--- src/rtl/pong_ball_engine.sv ---
// Purpose: playfield engine that moves the ball and paddle on a frame tick, detects
//          wall and paddle collisions, keeps the score, and pulses sig_dead on a miss.
// Latency: every output is registered; a tick's effect appears on the following cycle.
// Backpressure: none; pulses are one cycle long and the controller samples them directly.
// Ports:
//   clk, reset            - clock and synchronous active-high reset
//   ready_sig, start_sig  - pulses: full re-init (clears score) / new serve (keeps score)
//   play_sig, pause_sig   - levels: motion runs while play and not pause
//   left_sig, right_sig   - paddle move request pulses, honoured on the next tick
//   ball_x, ball_y        - ball top-left corner
//   paddle_x              - paddle left edge
//   score                 - paddle hits, saturating at 255
//   hit_sig, sig_dead     - one-cycle pulses for a paddle hit and for a miss
module pong_ball_engine #(
  parameter int SCREEN_W    = 640,
  parameter int SCREEN_H    = 480,
  parameter int BALL_SIZE   = 8,
  parameter int BALL_STEP   = 2,
  parameter int PADDLE_W    = 80,
  parameter int PADDLE_Y    = 460,
  parameter int PADDLE_STEP = 8,
  parameter int TICK_DIV    = 833333
) (
  input  logic       clk,
  input  logic       reset,
  input  logic       ready_sig,
  input  logic       start_sig,
  input  logic       play_sig,
  input  logic       pause_sig,
  input  logic       left_sig,
  input  logic       right_sig,
  output logic [9:0] ball_x,
  output logic [9:0] ball_y,
  output logic [9:0] paddle_x,
  output logic [7:0] score,
  output logic       hit_sig,
  output logic       sig_dead
);

  localparam int CW = (TICK_DIV > 1) ? $clog2(TICK_DIV) : 1;
  localparam logic [CW-1:0] CNT_LAST = CW'(TICK_DIV - 1);

  localparam logic [9:0] X0 = 10'((SCREEN_W - BALL_SIZE) / 2);
  localparam logic [9:0] Y0 = 10'(SCREEN_H / 4);
  localparam logic [9:0] P0 = 10'((SCREEN_W - PADDLE_W) / 2);

  // Signed 11-bit copies of the geometry so that underflow below 0 and overflow
  // past the right/bottom edges are visible before clamping.
  localparam logic signed [10:0] W_S    = 11'(SCREEN_W);
  localparam logic signed [10:0] H_S    = 11'(SCREEN_H);
  localparam logic signed [10:0] SIZE_S = 11'(BALL_SIZE);
  localparam logic signed [10:0] STEP_S = 11'(BALL_STEP);
  localparam logic signed [10:0] PW_S   = 11'(PADDLE_W);
  localparam logic signed [10:0] PY_S   = 11'(PADDLE_Y);
  localparam logic signed [10:0] PS_S   = 11'(PADDLE_STEP);
  localparam logic signed [10:0] PMAX_S = 11'(SCREEN_W - PADDLE_W);
  localparam logic signed [10:0] ZERO_S = 11'sd0;
  localparam logic signed [10:0] ONE_S  = 11'sd1;

  logic          dx, dy, dead, lreq, rreq;
  logic [CW-1:0] cnt;

  logic                run, tick;
  logic signed [10:0]  xs, ys, px_s;
  logic signed [10:0]  nx, ny, pad_nx;
  logic                ndx, ndy;
  logic                crossing, hit, miss;

  assign run  = play_sig & ~pause_sig & ~dead;
  assign tick = run & (cnt == CNT_LAST);

  always_comb begin
    xs       = signed'({1'b0, ball_x});
    ys       = signed'({1'b0, ball_y});
    px_s     = signed'({1'b0, paddle_x});
    nx       = dx ? (xs + STEP_S) : (xs - STEP_S);
    ny       = dy ? (ys + STEP_S) : (ys - STEP_S);
    ndx      = dx;
    ndy      = dy;
    crossing = 1'b0;
    hit      = 1'b0;
    miss     = 1'b0;
    pad_nx   = px_s;

    // Horizontal walls: left check first, right check on the result.
    if (nx <= ZERO_S) begin
      nx  = ZERO_S;
      ndx = 1'b1;
    end
    if (nx + SIZE_S >= W_S) begin
      nx  = W_S - SIZE_S;
      ndx = 1'b0;
    end

    // Top wall only matters while moving up.
    if (!dy && ny <= ZERO_S) begin
      ny  = ZERO_S;
      ndy = 1'b1;
    end

    // The ball's bottom edge passes the paddle plane during this step.
    crossing = dy && (ys + SIZE_S <= PY_S) && (PY_S <= ny + SIZE_S);
    hit      = crossing && (nx <= px_s + PW_S - ONE_S) && (nx + SIZE_S - ONE_S >= px_s);
    if (hit) begin
      ny  = PY_S - SIZE_S;
      ndy = 1'b0;
    end else if (dy && (ny + SIZE_S >= H_S)) begin
      miss = 1'b1;
    end

    // Conflicting requests cancel; moves are clamped to the playfield.
    if (lreq ^ rreq) begin
      pad_nx = rreq ? (px_s + PS_S) : (px_s - PS_S);
      if (pad_nx < ZERO_S) pad_nx = ZERO_S;
      if (pad_nx > PMAX_S) pad_nx = PMAX_S;
    end
  end

  always_ff @(posedge clk) begin
    if (reset || ready_sig) begin
      ball_x   <= X0;
      ball_y   <= Y0;
      paddle_x <= P0;
      dx       <= 1'b1;
      dy       <= 1'b1;
      score    <= 8'd0;
      hit_sig  <= 1'b0;
      sig_dead <= 1'b0;
      dead     <= 1'b0;
      lreq     <= 1'b0;
      rreq     <= 1'b0;
      cnt      <= '0;
    end else if (start_sig) begin
      ball_x   <= X0;
      ball_y   <= Y0;
      paddle_x <= P0;
      dx       <= 1'b1;
      dy       <= 1'b1;
      dead     <= 1'b0;
      hit_sig  <= 1'b0;
      sig_dead <= 1'b0;
      cnt      <= '0;
    end else begin
      hit_sig  <= 1'b0;
      sig_dead <= 1'b0;

      if (run) cnt <= (cnt == CNT_LAST) ? '0 : cnt + 1'b1;

      // A tick consumes the pending requests; a request arriving on the tick
      // cycle itself is kept for the next tick rather than dropped.
      if (tick) begin
        lreq <= play_sig & left_sig;
        rreq <= play_sig & right_sig;
      end else if (play_sig) begin
        if (left_sig)  lreq <= 1'b1;
        if (right_sig) rreq <= 1'b1;
      end

      if (tick) begin
        paddle_x <= pad_nx[9:0];
        if (miss) begin
          dead     <= 1'b1;
          sig_dead <= 1'b1;
        end else begin
          ball_x <= nx[9:0];
          ball_y <= ny[9:0];
          dx     <= ndx;
          dy     <= ndy;
          if (hit) begin
            hit_sig <= 1'b1;
            if (score != 8'hFF) score <= score + 8'd1;
          end
        end
      end
    end
  end

endmodule

--- config.mk ---
export PLATFORM = sky130hd
export DESIGN_NAME = pong_ball_engine
export DESIGN_NICKNAME = d
export VERILOG_FILES = /design/src/rtl/pong_ball_engine.sv
export SDC_FILE = /design/constraint.sdc
export NUM_CORES = 1
export LEC_CHECK = 0
export CAP_MARGIN = 20
export CORE_ASPECT_RATIO = 0.7
export CORE_UTILIZATION = 44
export CTS_CLUSTER_SIZE = 20
export DETAILED_ROUTE_END_ITERATION = 12
export PLACE_DENSITY_LB_ADDON = 0.2
export SYNTH_ARGS = -nofsm -noshare
export SYNTH_HDL_FRONTEND = slang
export SYNTH_SLANG_ARGS = --single-unit
--- constraint.sdc ---
create_clock -name clk -period 9.25 [get_ports clk]
set_clock_uncertainty 0.1 [all_clocks]
set_input_delay 1.85 -clock clk [delete_from_list [all_inputs] [get_ports clk]]
set_output_delay 1.85 -clock clk [all_outputs]
set_load 0.005 [all_outputs]
Yosys cells after proc, flatten, opt, wreduce, memory -nomap -nowiden

Cells that the tools add are included.

Add/subtract/negate cells: 15
$lt $le $gt $ge: 10
Eq/ne operators: 2
Mux-type cells: 25
Bitwise operators: 11
Reductions and logical operators: 24

Operator list:

| kind                                                                                   | count |
|---|---|
| 11-bit 2-to-1 mux                                                                      | 8 |
| 11-bit by 5-bit adder with 11-bit output (second input constant)                       | 3 |
| 10-bit by 2-bit adder with 11-bit output (second input constant)                       | 2 |
| 10-bit by 4-bit adder with 11-bit output (second input constant)                       | 2 |
| 11-bit by 1-bit less-or-equal comparator with 1-bit output (second input constant)     | 2 |
| 10-bit by 2-bit subtractor with 11-bit output (second input constant)                  | 2 |
| 11-bit by 2-bit subtractor with 11-bit output (second input constant)                  | 2 |
| 20-bit by 1-bit adder with 20-bit output (second input constant)                       | 1 |
| 20-bit equality test (second input constant)                                           | 1 |
| 10-bit 2-to-1 mux                                                                      | 2 |
| 20-bit 2-to-1 mux                                                                      | 1 |
| 1-bit 2-to-1 mux                                                                       | 14 |
| 3-bit AND reduction                                                                    | 4 |
| 10-bit by 7-bit adder with 11-bit output (second input constant)                       | 1 |
| 11-bit by 10-bit greater-or-equal comparator with 1-bit output (second input constant) | 1 |
| 11-bit greater-or-equal comparator                                                     | 1 |
| 11-bit greater-or-equal comparator (second input constant)                             | 1 |
| 11-bit greater-than comparator (second input constant)                                 | 1 |
| 10-bit by 11-bit less-or-equal comparator with 1-bit output (first input constant)     | 1 |
| 11-bit by 10-bit less-or-equal comparator with 1-bit output (second input constant)    | 1 |
| 11-bit less-or-equal comparator                                                        | 1 |
| 11-bit by 1-bit less-than comparator with 1-bit output (second input constant)         | 1 |
| 10-bit by 4-bit subtractor with 11-bit output (second input constant)                  | 1 |
| 2-bit nonzero test                                                                     | 5 |
| 13 further kinds                                                                       | 28 |

Flip-flop bits (word level): 65
Output and inout port bits: 40

Logic depth before layout (Yosys ltp)

Depth after elaboration: 14
Gate-level depth with buffers: 34
Gate-level depth less buffers: 32

Worst setup path before layout

OpenSTA, ideal clock, no wires.

Path kind: flip-flop to flip-flop
Start point: register dx
End point: register score[2]
Arrival time: 6,266 ps
Required time: 9,025 ps
Setup slack: 2,758 ps
Stages on the path, launching flop included: 32
Period minus slack after synthesis: 6,492 ps
Cells stage by stage: dfxtp_1 inv_1 ha_1 nor2b_1 o31a_1 o21a_1 o32ai_2 nand2_1 o41ai_1 or3_1 inv_1 ha_1 a31o_2 o211ai_1 nor2b_1 nand2_1 ha_1 nand2_1 nor3b_1 xor2_1 and2_1 ha_1 nand2_1 a21oi_1 o31a_1 a311oi_1 a21oi_1 o21ai_4 or4b_4 nor3b_2 xnor2_1 nor2_1

Cells in the longest elaborated chain, start to end: 13
Elaborated cells on any way between the ends: 15

RTL lines:

| element                                                    | line | source |
|---|---|---|
| start, declared                                            | 60   | `logic dx, dy, dead, lreq, rreq;` |
| start signal, assigned                                     | 167  | `dx <= ndx;` |
| 11-bit 2-to-1 mux *                                        | 76   | `nx = dx ? (xs + STEP_S) : (xs - STEP_S);` |
| 11-bit by 1-bit less-or-equal comparator with 1-bit output | 86   | `if (nx <= ZERO_S) begin` |
| 11-bit 2-to-1 mux *                                        | 86   |  |
| 11-bit by 5-bit adder with 11-bit output                   | 90   | `if (nx + SIZE_S >= W_S) begin` |
| 11-bit greater-or-equal comparator                         | 90   |  |
| 11-bit 2-to-1 mux *                                        | 90   |  |
| 11-bit by 5-bit adder with 11-bit output                   | 103  | `hit = crossing && (nx <= px_s + PW_S - ONE_S) && (nx + SIZE_S - ONE_S >= px_s);` |
| 11-bit by 2-bit subtractor with 11-bit output              | 103  |  |
| 11-bit greater-or-equal comparator                         | 103  |  |
| 1-bit logical AND *                                        | 103  |  |
| 1-bit 2-to-1 mux                                           | 104  | `if (hit) begin` |
| 1-bit NOT (no source line)                                 | n/a  |  |
| 5-bit AND reduction (no source line) *                     | n/a  |  |
| end signal, assigned                                       | 171  | `if (score != 8'hFF) score <= score + 8'd1;` |
| end, declared                                              | 35   | `output logic [7:0] score,` |

Mark *: on every way between the ends. The rest lies on a longest branch, timed or not.
A chain may end at the register's enable or synchronous reset.

Worst setup path in the final report

Start point: register dx
End point: register ball_x[2]

Cells in the longest elaborated chain, start to end: 13
Elaborated cells on any way between the ends: 15

RTL lines:

| element                                                    | line | source |
|---|---|---|
| 11-bit 2-to-1 mux *                                        | 76   |  |
| 11-bit by 1-bit less-or-equal comparator with 1-bit output | 86   |  |
| 11-bit 2-to-1 mux *                                        | 86   |  |
| 11-bit by 5-bit adder with 11-bit output                   | 90   |  |
| 11-bit greater-or-equal comparator                         | 90   |  |
| 11-bit 2-to-1 mux *                                        | 90   |  |
| 11-bit by 5-bit adder with 11-bit output                   | 103  |  |
| 11-bit by 2-bit subtractor with 11-bit output              | 103  |  |
| 11-bit greater-or-equal comparator                         | 103  |  |
| 1-bit logical AND                                          | 103  |  |
| 1-bit 2-to-1 mux                                           | 104  |  |
| 1-bit NOT (no source line)                                 | n/a  |  |
| 2-bit AND reduction (no source line)                       | n/a  |  |
| end signal, assigned                                       | 165  | `ball_x <= nx[9:0];` |
| end, declared                                              | 32   | `output logic [9:0] ball_x,` |

Marks and branches as above.

==> impl_metrics.tcl <==
set metrics [dict create \
    run_status "complete, but fails checks" \
    failed_checks "design-rule violations" \
    synth_commonest_cells "nor2_1 (70), nand2_1 (68), dfxtp_1 (65)" \
    core.rowCount 34 \
    syn_area_sq_um 5710 \
    largest_net_degree_at_the_start_of_global_routing 21 \
    clk_root_buffer_cell "clkbuf_16" \
    clock_latency_ns 0.34 \
    synth-seq-area-share_pct 22.8 \
    power.static_leakage_nw 2.53 \
    grt_antenna_before_repair 0 \
    dp.final_hpwl_um 12400 \
    cts_tree "yes" \
    vias_per_std_cell 5.99 \
    crit_path_max_fanout 14 \
    postSynth.asyncResetShare_pct 0 \
    antenna_fix_cells 0 \
    finalSetupViolations 0 \
    worst_pin_slew_ns 0.901 \
    power_density_nw_per_um2 96.0 \
    synthTopCellsByArea "dfxtp_1 (23%), ha_1 (12%), a21oi_1 (4.8%), nor2_1 (4.6%), nand2_1 (4.5%)" \
    synth_warnings 0 \
    layout_min_cycle_time_ns 7.96 \
    cts_hold_buffers 0 \
    design_power_total_mw 0.632 \
    design.die.area_sq_um 13400 \
    final.setup.worst_slack_ns 1.29 \
    final_net_count 824 \
    cts_num_sinks 65 \
    synth_cells 714 \
    wl_met1_um 8050 \
    rsz0062_at_grt "false" \
    final_max_slew_viol_count 0 \
    drt_drc_violations_left 6 \
    drt-wirelength-per-cell_um 17.4 \
    netlist-cell-type-count 99 \
    top_layer "met4" \
    irDropWorstVdd_uv 78.7 \
    placement.io_buffers 47 \
    route.met3.wl_um 1090 \
    dieHeight_um 97.3 \
    timing_hold_violations_final 0 \
    hp-class "reg2reg" \
    instances_no_fill 925 \
    fmax_mhz 126 \
    layout.filler_cells 1158 \
    cp_data_arrival_time_ns 8.08 \
    die_width_um 138 \
    initial_utilization_pct 45.5 \
    global_route.overflow_total 0 \
    cts.repair.resized 0 \
    cp-start-kind "flip-flop" \
    crit_path_end_kind "flip-flop" \
    remaining_number_of_nets_flagged_by_the_antenna_check_after_routing 0 \
    post_route_cells_drive_above_1_share_pct 8.65 \
    placedCellCount 909 \
    clock_tree.htree_level_count 3 \
    io_pins 48 \
    pre_cts_slack_ns 1.44 \
    syn-mean-instance-area_sq_um 7.99 \
    gp_congestion 0.884 \
    grt_pass1_vias 5187 \
    yosysMostFrequentCell "nor2_1" \
    setup_tns_ns 0 \
    numCtsBuffers 9 \
    postSynth.topFlopCell "dfxtp_1" \
    detailedRoute.firstIterationViolations 375 \
    final.period_utilization_pct 86.0 \
    areaGrowthSynthToFinish_pct 15.3 \
    detail_route.wirelength_um 16100 \
    detailroute.via_count 5542 \
    crit_path_kind "reg2reg" \
    netlist.top_cell.by_area "dfxtp_1" \
    critPathMaxStageDelay_ns 0.64 \
    synth_seq_cells 65 \
    required_time_at_the_endpoint_of_the_critical_path_ns 9.37 \
    number_of_enable_flip_flop_cells_after_synthesis 0 \
    met2_length_um 6670 \
    grt_first_pass_wirelength_um 26400 \
    slew_headroom_pct 39.7 \
    clk_transition_reported_paths_ns 0.06 \
    max-clock-path-buffers 2 \
    max_capacitance_violation_total 0 \
    post_cts.repair.setup_buffers 0 \
    firstDrtPassIters 9 \
    coreArea_sq_um 12500 \
    critical_path.slowest_cell "o41ai_1" \
    post-synth-top-area-fraction_pct 22.8 \
    mappedNetlistNets 780 \
    grt_use_total_pct 24.3 \
]
path summary, 6_finish.rpt:
check,to,depth (start not counted),from,slack [ns]
max,ball_x[2]$_SDFFE_PP1P_,29,dx$_SDFFE_PP1P_,1.29
min,ball_x[0]$_SDFFE_PP0P_,2,ball_x[0]$_SDFFE_PP0P_,0.41
max reg2reg,ball_x[2]$_SDFFE_PP1P_,29,dx$_SDFFE_PP1P_,1.29
min reg2reg,ball_x[0]$_SDFFE_PP0P_,2,ball_x[0]$_SDFFE_PP0P_,0.41
registers in the layout (all words and copies together) (netlist names):
name / cells
hit_sig: 1
cnt: 20
rreq: 1
dead: 1
dy: 1
ball_x: 10
ball_y: 10
dx: 1
sig_dead: 1
paddle_x: 10
score: 8
lreq: 1
layout make-up:
class / instances / area, sq um / area share [%]
Inverter: 34 / 128 / 1.94
Timing Repair Buffer: 50 / 493 / 7.49
Clock buffer: 9 / 225 / 3.42
Tap cell: 162 / 203 / 3.08
Sequential cell: 65 / 1300 / 19.8
Multi-Input combinational cell: 598 / 4180 / 63.4
Clock inverter: 7 / 57.6 / 0.874
placed cells by master (no fill, tap or decap), types with 26 or more instances in the layout:
master           count
inv_1               34
xnor2_1             28
nor2_1              70
nand3_1             26
dfxtp_1             65
clkdlybuf4s50_1     47
a21oi_1             55
ha_1                55
nand2_1             68
o21ai_0             35
kinds of logic (layout without fill, tap and decap cells):
family                     after synthesis  in the layout  share of synthesized area [%]
buffers and inverters                   51            100                           4.03
other                                    1              1                         0.0657
AOI/OAI and AO/OA                      188            188                           22.7
xor gates and xnor gates                49             49                           8.11
muxes                                    4              4                          0.724
DFF                                     65             65                           22.8
adders and majority gates               58             58                           13.1
and+or+nand+nor                        298            298                           28.4
routing by layer:
metal | GRT usage (%) | vias up
li1 | - | 2706
met1 | 35.2 | 2632
met2 | 36.7 | 176
met3 | 4.83 | 28
met4 | 6.31 | 0
met5 | 0 | -
critical path: cells and delay by family, from the launching register on:
kind                     cells  cell delay (ns)
buffers and inverters        2             0.28
flip-flops                   1             0.44
AND/OR/NAND/NOR              7             1.42
AO/OA/AOI/OAI               16             4.43
adder cells (fa/ha/maj)      4             1.16
metrics by stage:
stage                     hold WS [ns]  area [sq um]  utilization (%)
after CTS                        0.407          6580             52.5
after detailed placement         0.396          6300             50.2
after global placement           0.398          6300             50.2
after global routing             0.431          6580             52.5
after floorplan                  0.349          5710                -
final                            0.405          6580             52.5
power by group:
| group | switching, mW | internal, mW | total (mW) |
|---|---|---|---|
| Clock | 0.144 | 0.186 | 0.329 |
| Combinational | 0.0131 | 0.00872 | 0.0218 |
| Sequential | 0.000453 | 0.280 | 0.281 |
| Total | 0.157 | 0.474 | 0.632 |
Power figures use the tool's default switching activity.
